**config.mk**
```make
export PLATFORM = sky130hd
export DESIGN_NAME = led_chaser_pwm
export DESIGN_NICKNAME = d
export VERILOG_FILES = /design/src/rtl/led_chaser_pwm.sv
export SDC_FILE = /design/constraint.sdc
export NUM_CORES = 1
export LEC_CHECK = 0
export CAP_MARGIN = 15
export CORE_ASPECT_RATIO = 0.9
export CORE_UTILIZATION = 30
export DETAILED_ROUTE_END_ITERATION = 8
export GPL_TIMING_DRIVEN = 0
export PLACE_DENSITY = 0.58
export SETUP_SLACK_MARGIN = 0.2
export SKIP_CTS_REPAIR_TIMING = 1
export SYNTH_ARGS = -nofsm -noshare
export SYNTH_HDL_FRONTEND = slang
export SYNTH_SLANG_ARGS = --single-unit
```
**constraint.sdc**
```tcl
create_clock -name clk -period 1.8 [get_ports clk]
set_input_delay 0.18 -clock clk [delete_from_list [all_inputs] [get_ports clk]]
set_output_delay 0.18 -clock clk [all_outputs]
set_load 0.02 [all_outputs]
```
**src/rtl/led_chaser_pwm.sv**
```systemverilog
// LED chaser: prescaled step sequencer (chase up/down, bounce, fill)
// with a free-running PWM brightness gate on every LED.
// Ports: clk, nrst (async active-low), enable, mode[1:0], duty,
//        led[N_LEDS] (registered), pos (sequencer position), step (advance pulse).
module led_chaser_pwm #(
  parameter int N_LEDS   = 6,
  parameter int DIV_MAX  = 1000000,
  parameter int PWM_BITS = 8,
  localparam int PW = (N_LEDS < 2) ? 1 : $clog2(N_LEDS),
  localparam int CW = (DIV_MAX < 2) ? 1 : $clog2(DIV_MAX + 1)
) (
  input  logic                clk,
  input  logic                nrst,
  input  logic                enable,
  input  logic [1:0]          mode,
  input  logic [PWM_BITS-1:0] duty,
  output logic [N_LEDS-1:0]   led,
  output logic [PW-1:0]       pos,
  output logic                step
);

  typedef enum logic [1:0] {
    M_UP   = 2'd0,
    M_DN   = 2'd1,
    M_BNC  = 2'd2,
    M_FILL = 2'd3
  } mode_e;

  typedef enum logic {
    DIR_UP = 1'b0,
    DIR_DN = 1'b1
  } dir_e;

  localparam logic [PW-1:0] LAST    = PW'(N_LEDS - 1);
  localparam logic [CW-1:0] DIV_TOP = CW'(DIV_MAX);

  logic [CW-1:0]       clkdiv_q, clkdiv_d;
  logic [PWM_BITS-1:0] pwm_q, pwm_d;
  logic [PW-1:0]       pos_q, pos_d;
  logic [N_LEDS-1:0]   led_q, led_d;
  logic [N_LEDS-1:0]   pattern;
  logic                step_q, step_d;
  logic                active_q, active_d;
  dir_e                dir_q, dir_d, eff_dir;
  mode_e               mode_q, mode_d, mode_in;

  assign mode_in = mode_e'(mode);

  // Prescaler and step pulse; both frozen while enable is low.
  always_comb begin
    clkdiv_d = clkdiv_q;
    step_d   = 1'b0;
    if (enable) begin
      step_d   = (clkdiv_q == DIV_TOP);
      clkdiv_d = step_d ? '0 : clkdiv_q + CW'(1);
    end
  end

  // Sequencer: mode is sampled only on a step; a mode change
  // forces dir up before the move is applied.
  always_comb begin
    pos_d    = pos_q;
    dir_d    = dir_q;
    active_d = active_q;
    mode_d   = mode_q;
    eff_dir  = dir_q;
    if (step_q) begin
      mode_d = mode_in;
      if (mode_in != mode_q) eff_dir = DIR_UP;
      dir_d = eff_dir;
      if (!active_q) begin
        // first step only lights LED0
        active_d = 1'b1;
      end else begin
        unique case (mode_in)
          M_UP, M_FILL: pos_d = (pos_q == LAST) ? '0 : pos_q + PW'(1);
          M_DN:         pos_d = (pos_q == '0) ? LAST : pos_q - PW'(1);
          M_BNC: begin
            if (eff_dir == DIR_UP) begin
              if (pos_q == LAST) begin
                dir_d = DIR_DN;
                pos_d = LAST - PW'(1);
              end else begin
                pos_d = pos_q + PW'(1);
              end
            end else begin
              if (pos_q == '0) begin
                dir_d = DIR_UP;
                pos_d = PW'(1);
              end else begin
                pos_d = pos_q - PW'(1);
              end
            end
          end
          default: pos_d = pos_q;
        endcase
      end
    end
  end

  // Pattern uses the mode latched on the last step.
  always_comb begin
    pattern = '0;
    if (active_q) begin
      for (int i = 0; i < N_LEDS; i++) begin
        if (mode_q == M_FILL) pattern[i] = (i <= int'(pos_q));
        else                  pattern[i] = (i == int'(pos_q));
      end
    end
  end

  always_comb begin
    pwm_d = pwm_q + PWM_BITS'(1);
    led_d = pattern & {N_LEDS{pwm_q < duty}};
  end

  always_ff @(posedge clk or negedge nrst) begin
    if (!nrst) begin
      clkdiv_q <= '0;
      pwm_q    <= '0;
      pos_q    <= '0;
      led_q    <= '0;
      step_q   <= 1'b0;
      active_q <= 1'b0;
      dir_q    <= DIR_UP;
      mode_q   <= M_UP;
    end else begin
      clkdiv_q <= clkdiv_d;
      pwm_q    <= pwm_d;
      pos_q    <= pos_d;
      led_q    <= led_d;
      step_q   <= step_d;
      active_q <= active_d;
      dir_q    <= dir_d;
      mode_q   <= mode_d;
    end
  end

  assign led  = led_q;
  assign pos  = pos_q;
  assign step = step_q;

endmodule

```
# == After elaboration in Yosys (flattened, before gate mapping) ==
# Index checks and enable logic that the tools add are counted.
# totals
inputBits,13
word_cells,58
out_inout_bits,10
reg_bits,42
# op_classes
n_eq_ne,12
reduce_logical,5
order_cmp,6
n_bitwise,1
addsub,4
mux,22
# op_table
op,count
$add A20 B1 Y20 const B,1
$eq A20 B20 Y1 const B,1
$mux W20,1
$mux W3,5
$mux W1,14
$eq A3 B3 Y1 const A,4
$pmux W3 S3,1
$add A8 B1 Y8 const B,1
$lt A8 B8 Y1,1
$and A6 B6 Y6,1
$eq A2 B2 Y1 const B,3
$le A2 B3 Y1 const A,2
$le A3 B3 Y1 const A,2
$logic_not A3 Y1,2
$mux W6,1
$add A3 B1 Y3 const B,1
$eq A2 B3 Y1 const A,1
$eq A3 B3 Y1 const B,1
$le A1 B3 Y1 const A,1
$sub A3 B1 Y3 const B,1
$eq A2 B1 Y1 const B,1
$logic_not A2 Y1,1
$ne A2 B2 Y1,1
$reduce_and A2 Y1,1
$reduce_or A2 Y1,1

# == Logic depth before layout (Yosys ltp) ==
# Gate-level depths: netlist (run 1).
# depth
word_depth,6
ltp_mapped,7
depth_no_buf,7

# == Worst setup path before layout (run 1) ==
# No wires, ideal clock.
# synth_timing
path_type,reg-to-reg
start,"register pos_q[0], in the netlist pos[0]"
end,"register pos_q[2], in the netlist pos[2]"
setup_time_ps,137
setup_slack_ps,70
required_time_ps,1663
period_less_slack_ps,1730
stages_incl_launch_ff,8
n_path_buf,0
t_arrival_ps,1593
path_cell_list,dfrtp_1 > inv_1 > ha_1 > nor2b_1 > a211oi_1 > a21oi_1 > a211oi_1 > a221oi_1
# synth_via
elab_chain_len,4
elab_cells_between_ends,10
classes_between,add/sub: 2; eq/ne: 1; mux: 6; reduce/logical: 1
# synth_rtl
element,line,text
from (decl),39,"logic [PW-1:0] pos_q, pos_d;"
from (signal assigned),130,pos_q <= pos_d;
$add A3 B1 Y3 (tied with other cells),"76, 84",
$mux W3 (on tied branches),"80, 87",
$mux W3,79,if (eff_dir == DIR_UP) begin
$pmux W3 S3 *,75,unique case (mode_in)
# Every way passes the cells marked *; elsewhere a longest branch is shown, timed or not.
# A chain may end at the register's enable or synchronous reset.

# == Worst setup path after layout (run 1) ==
# layout_timing
start,register clkdiv_q[3]
end,register clkdiv_q[14]
# layout_via
elab_chain_len,2
elab_cells_between_ends,3
classes_between,add/sub: 1; eq/ne: 1; mux: 1
# layout_rtl
element,line,text
from (decl),37,"logic [CW-1:0] clkdiv_q, clkdiv_d;"
from (signal assigned),128,clkdiv_q <= clkdiv_d;
$add A20 B1 Y20 / $eq A20 B20 Y1 (equally long branches),"55, 54",
$mux W20 *,55,clkdiv_d = step_d ? '0 : clkdiv_q + CW'(1);
# Marks and branches as above.

==> impl_metrics.toml, run 1 <==
[status]
status = "complete, no violations"

[floorplanning]
die_w_um = 94.1
start_util_pct = 31.7
io_pins = 23
dieArea_sq_um = 7990
fp.dieH_um = 84.9
num_rows = 29
coreArea_sq_um = 7220

[timing]
whs_ns = 0.253
setup_viol = 0
hold_violations = 0
finClkSkew_ns = 0.00948
fin_setup_tns_ns = 0
post-route-min-period_ns = 1.72
fmax_mhz = 582
tightest_slew_ns = 0.504
rsz0062_at_grt = "true"
finalMaxSlewViolations = 0
finalCritPeriodShare_pct = 95.4
max_slew_margin_pct = 66.3

[final_layout]
nets = 300
area_delta_synth_final_pct = 35.0
post-route-util_pct = 42.8
antenna_cells = 0
drive_above_1_share_pct = 27.8

[worst_setup_path]
crit_arrival_ns = 1.89
cp_cell_sequence = "or4b_4, nor4_4, and2_4, buf_12, nor2_4"
critPathLaunchType = "register"
slowest_delay_ns = 0.55
crit_slowest_cell = "or4b_4"
cp-end-kind = "register"
critPathTopFamily = "simple AND/OR/NAND/NOR gates"
critPathKind = "register to register"
path_max_fanout = 8
required_ns = 1.98
path_buf_inv = 1

[yosys]
synth_cells = 221
synth_warnings = 0
synth_area_sq_um = 2290
synth_top_cell_by_area = "dfrtp_1"
seq_area_frac_synth_pct = 45.9
synthXorXnorAreaFrac_pct = 9.56
ys.flop_type = "dfrtp_1"
synth_adder_area_share_pct = 9.83
synth_common_cells = "42 x dfrtp_1, 18 x ha_1, 18 x inv_1"
synth_top_area_share_pct = 45.9
synth_mux_area_share_pct = 1.42
synth_cell_type_count = 45
synth-seq-cells = 42
synth-async-reset-ratio_pct = 100
synthSimpleGateAreaFrac_pct = 20.7
syn_nets = 252
synth.most_common_cell = "dfrtp_1"
synth_top_family_by_area = "simple AND/OR/NAND/NOR gates"
synth_edf_count = 0
avgSynthCellArea_sq_um = 10.4
synth-compound-area-share_pct = 8.85
synthTopCellsByArea = "dfrtp_1 46%, ha_1 9.8%, xnor2_1 5.0%"

[global_routing]
grt_pass1_vias = 1594
grt_start_max_net_pins = 27
overflow = 0
grt_pass1_wl_um = 7390
track_usage_pct = 11.9
antenna_found_initial = 0

[clock_network]
cts_max_level = 2
path_clk_slew_ns = 0.08
cts.path.max_buffers = 2
cts_tree = "yes"
clock-root-buffer = "clkbuf_8"
clk_latency_ns = 0.29
cts_buffers = 5
clock-sinks = 42

[routing]
drcViolationCount = 0
drt_iter0_markers = 43
wl_per_cell_um = 12.5
dr.pass1.iters = 4
vias = 1751
ant_nets = 0
drt_wl_total_um = 4520
vias_per_cell = 4.82

[pwr]
total_power_mw = 2.23
irDropWorstVdd_v = 0.000284
power_density_nw_per_um2 = 720
leakage_nw = 1.46

[job]
cap_violations = 0

[placed_design]
dp_hpwl_um = 3080
globalplace.congestion = 0.744
port_buffers = 21

[hold_path]
hp-class = "input port to register"
## cells in the final DEF (no fill, tap or decap), drive strengths merged, types with 5 or more instances in the layout
cell type	count
xor2	12
a21oi	8
o21ai	5
clkdlybuf4s50	16
buf	23
inv	17
ha	18
dfrtp	42
nand4	7
nand2	17
xnor2	13
nand3	13
a211oi	5
clkbuf	8
nor2	15
## cell families after synthesis
kind of cell    count (synthesis)
mux                             3
fa+ha+maj                      18
compound gates                 31
flops                          42
buf+inv                        21
simple gates                   81
xor+xnor                       25
## power by group
part / internal [mW] / leakage [nW] / switching (mW) / total [mW]
clock network: 0.415 / 0.0524 / 0.313 / 0.728
registers: 1.00 / 0.547 / 0.0588 / 1.06
logic: 0.227 / 0.862 / 0.210 / 0.436
total: 1.64 / 1.46 / 0.581 / 2.23
## area by class of cell
type                    instances  area [sq um]
plain buffers                   3          31.3
repair buffers                 41           375
fillers                       675          4130
flip-flops and latches         42          1060
inverters                      18          76.3
well taps                      93           116
clock buffers                   7          76.3
clock inverters                 1          30.0
multi-input cells             158          1330
## final timing paths
| kind | from | slack [ns] | end | depth (start not counted) |
|---|---|---|---|---|
| max | clkdiv_q[3]$_DFFE_PN0P_ | 0.08 | clkdiv_q[14]$_DFFE_PN0P_ | 5 |
| min in group asynchronous | nrst | 0.35 | clkdiv_q[7]$_DFFE_PN0P_ | 2 |
| min reg2reg | pwm_q[7]$_DFF_PN0_ | 0.48 | pwm_q[7]$_DFF_PN0_ | 1 |
| min | enable | 0.25 | clkdiv_q[0]$_DFFE_PN0P_ | 2 |
| max in group asynchronous | nrst | 0.97 | pos[0]$_DFFE_PN0P_ | 3 |
| max reg2reg | clkdiv_q[3]$_DFFE_PN0P_ | 0.08 | clkdiv_q[14]$_DFFE_PN0P_ | 5 |
## per-layer routing
layer,vias to the layer above,part of all wire [%],track usage [%]
met5,-,0,0
met2,29,46,17.5
li1,865,-,-
met4,0,1.4,4.62
met3,6,2.8,3.05
met1,851,50,16.6
## sequential cells by signal, indices dropped and copies added, names as in the netlist
register and count:
dir_q 1, step 1, led 6, pwm_q 8, mode_q 2, active_q 1
clkdiv_q 20, pos 3
## through the flow
step	instance area, sq um	worst slack (ns)	instances
after floorplan	2310	0.191	221
after CTS	2760	-0.181	344
after detailed placement	2650	-0.434	336
final	3090	0.0829	363
after global routing	3090	-0.0143	363
after global placement	2640	-0.804	335
Note: power is estimated with default switching activity, not from simulation.
==> run 2, diff against run 1 <==
--- a/config.mk
+++ b/config.mk
@@ -10,7 +10,6 @@
 export CORE_UTILIZATION = 30
 export DETAILED_ROUTE_END_ITERATION = 8
 export GPL_TIMING_DRIVEN = 0
-export PLACE_DENSITY = 0.58
 export SETUP_SLACK_MARGIN = 0.2
 export SKIP_CTS_REPAIR_TIMING = 1
 export SYNTH_ARGS = -nofsm -noshare
==> run 2 against run 1 <==
  * Worst hold slack got worse by 0.0038 ns
  * Largest power group unchanged
  * First-iteration DRC count rose by 26%
  * Worst setup slack got worse by 0.060 ns
==> impl_metrics.toml, run 2 (synthesis results as in run 1) <==
[timing]
hold_violations = 0
post-route-min-period_ns = 1.78
finalCritPeriodShare_pct = 98.8
max_slew_margin_pct = 68.7
rsz0062_at_grt = "true"
tightest_slew_ns = 0.468
setup_viol = 0
finalMaxSlewViolations = 0
finClkSkew_ns = 0.00814
fmax_mhz = 563
fin_ws_ns = 0.0224

[pwr]
power_density_nw_per_um2 = 711
total_power_mw = 2.18
leakage_nw = 1.46
irDropWorstVdd_v = 0.000299

[floorplanning]
io_pins = 23
die_w_um = 94.1
coreArea_sq_um = 7220
dieArea_sq_um = 7990
num_rows = 29
fp.dieH_um = 84.9
start_util_pct = 31.7

[clock_network]
clk_latency_ns = 0.29
cts_max_level = 2
cts_buffers = 5
clock-root-buffer = "clkbuf_8"
clock-sinks = 42
cts_tree = "yes"
cts.path.max_buffers = 2
path_clk_slew_ns = 0.08

[final_layout]
antenna_cells = 0
drive_above_1_share_pct = 25.7
regMostFlops = "clkdiv_q"
nets = 299
area_delta_synth_final_pct = 33.6
layout_common_cells = "38 x dfrtp_1, 17 x nand2_1, 17 x clkdlybuf4s50_1, 16 x buf_4, 15 x inv_1"
mostFrequentLayoutCell = "dfrtp_1"
largest_reg_flops = 20
final_cells = 362

[global_routing]
grt_use_met3_pct = 2.24
grt_pass1_vias = 1553
use_met2_pct = 16.7
antenna_found_initial = 0
track_usage_pct = 11.4
grt_pass1_wl_um = 7120
grt_start_max_net_pins = 31
top_usage_layer = "met2"
overflow = 0
met1_usage_pct = 16.1

[worst_setup_path]
cp-end-kind = "register"
critPathTopFamily = "simple AND/OR/NAND/NOR gates"
crit_slowest_cell = "or4b_4"
critPathLaunchType = "register"
path_buf_inv = 1
critPathKind = "register to register"
path_max_fanout = 8
crit_arrival_ns = 1.96
required_ns = 1.98
slowest_delay_ns = 0.54
cp_cell_sequence = "or4b_4, nor4_4, and2_4, buf_12, nor2_4"

[placed_design]
dp_hpwl_um = 3060
globalplace.congestion = 0.771
placed_cells = 336
dpl_worst_slack_ns = -0.449
port_buffers = 21

[routing]
drcViolationCount = 0
vias = 1739
dr.pass1.iters = 4
ant_nets = 0
wl_per_cell_um = 12.6
drt_wl_total_um = 4560
vias_per_cell = 4.80
drt_iter0_markers = 54

[hold_path]
hp-class = "input port to register"

[status]
status = "complete, no violations"

[job]
cap_violations = 0
## run 2: cell types whose count changed in the layout (fill, tap and decap cells not counted), sizes merged
cell and delta:
clkinvlp -1, clkbuf +2, buf -3, inv +1
bufinv -1, clkdlybuf4s50 +1
## run 2: area by class of cell
class | instances | area, sq um
Fill cell | 686 | 4160
Sequential cell | 42 | 1060
Clock buffer | 8 | 110
Multi-Input combinational cell | 158 | 1300
Timing Repair Buffer | 40 | 374
Inverter | 18 | 75.1
Tap cell | 93 | 116
Buffer | 3 | 28.8
## run 2: metrics by stage
step | util [%] | TNS, ns | area (sq um) | hold slack, ns
2_1_floorplan | - | 0 | 2310 | -0.116
3_3_place_gp | 36.5 | -30.46 | 2640 | 0.466
3_5_place_dp | 36.7 | -2.54 | 2650 | 0.0973
4_1_cts | 38.2 | -0.785 | 2760 | -0.227
5_1_grt | 42.4 | -0.257 | 3060 | 0.282
6_report | 42.4 | 0 | 3060 | 0.249
## run 2: final timing paths
path | start | to | slack (ns) | cells past startpoint
setup reg to reg | clkdiv_q[2]$_DFFE_PN0P_ | clkdiv_q[17]$_DFFE_PN0P_ | 0.02 | 5
max in group asynchronous | nrst | pos[0]$_DFFE_PN0P_ | 1.00 | 3
setup / recovery | clkdiv_q[2]$_DFFE_PN0P_ | clkdiv_q[17]$_DFFE_PN0P_ | 0.02 | 5
hold reg to reg | pwm_q[7]$_DFF_PN0_ | pwm_q[7]$_DFF_PN0_ | 0.48 | 1
hold / removal | enable | clkdiv_q[0]$_DFFE_PN0P_ | 0.25 | 2
min in group asynchronous | nrst | clkdiv_q[6]$_DFFE_PN0P_ | 0.33 | 2
## run 2: per-layer routing
| metal | share of wire [%] | vias to the layer above | wire length, um |
|---|---|---|---|
| met1 | 49 | 839 | 2230 |
| met4 | 0.90 | 0 | 41 |
| li1 | - | 860 | - |
| met5 | 0 | - | 0 |
| met2 | 47 | 36 | 2130 |
| met3 | 3.7 | 4 | 168 |
## run 2: report_power, final
group | internal [mW] | switching (mW)
Combinational | 0.212 | 0.210
Sequential | 1.00 | 0.0535
Clock | 0.387 | 0.313
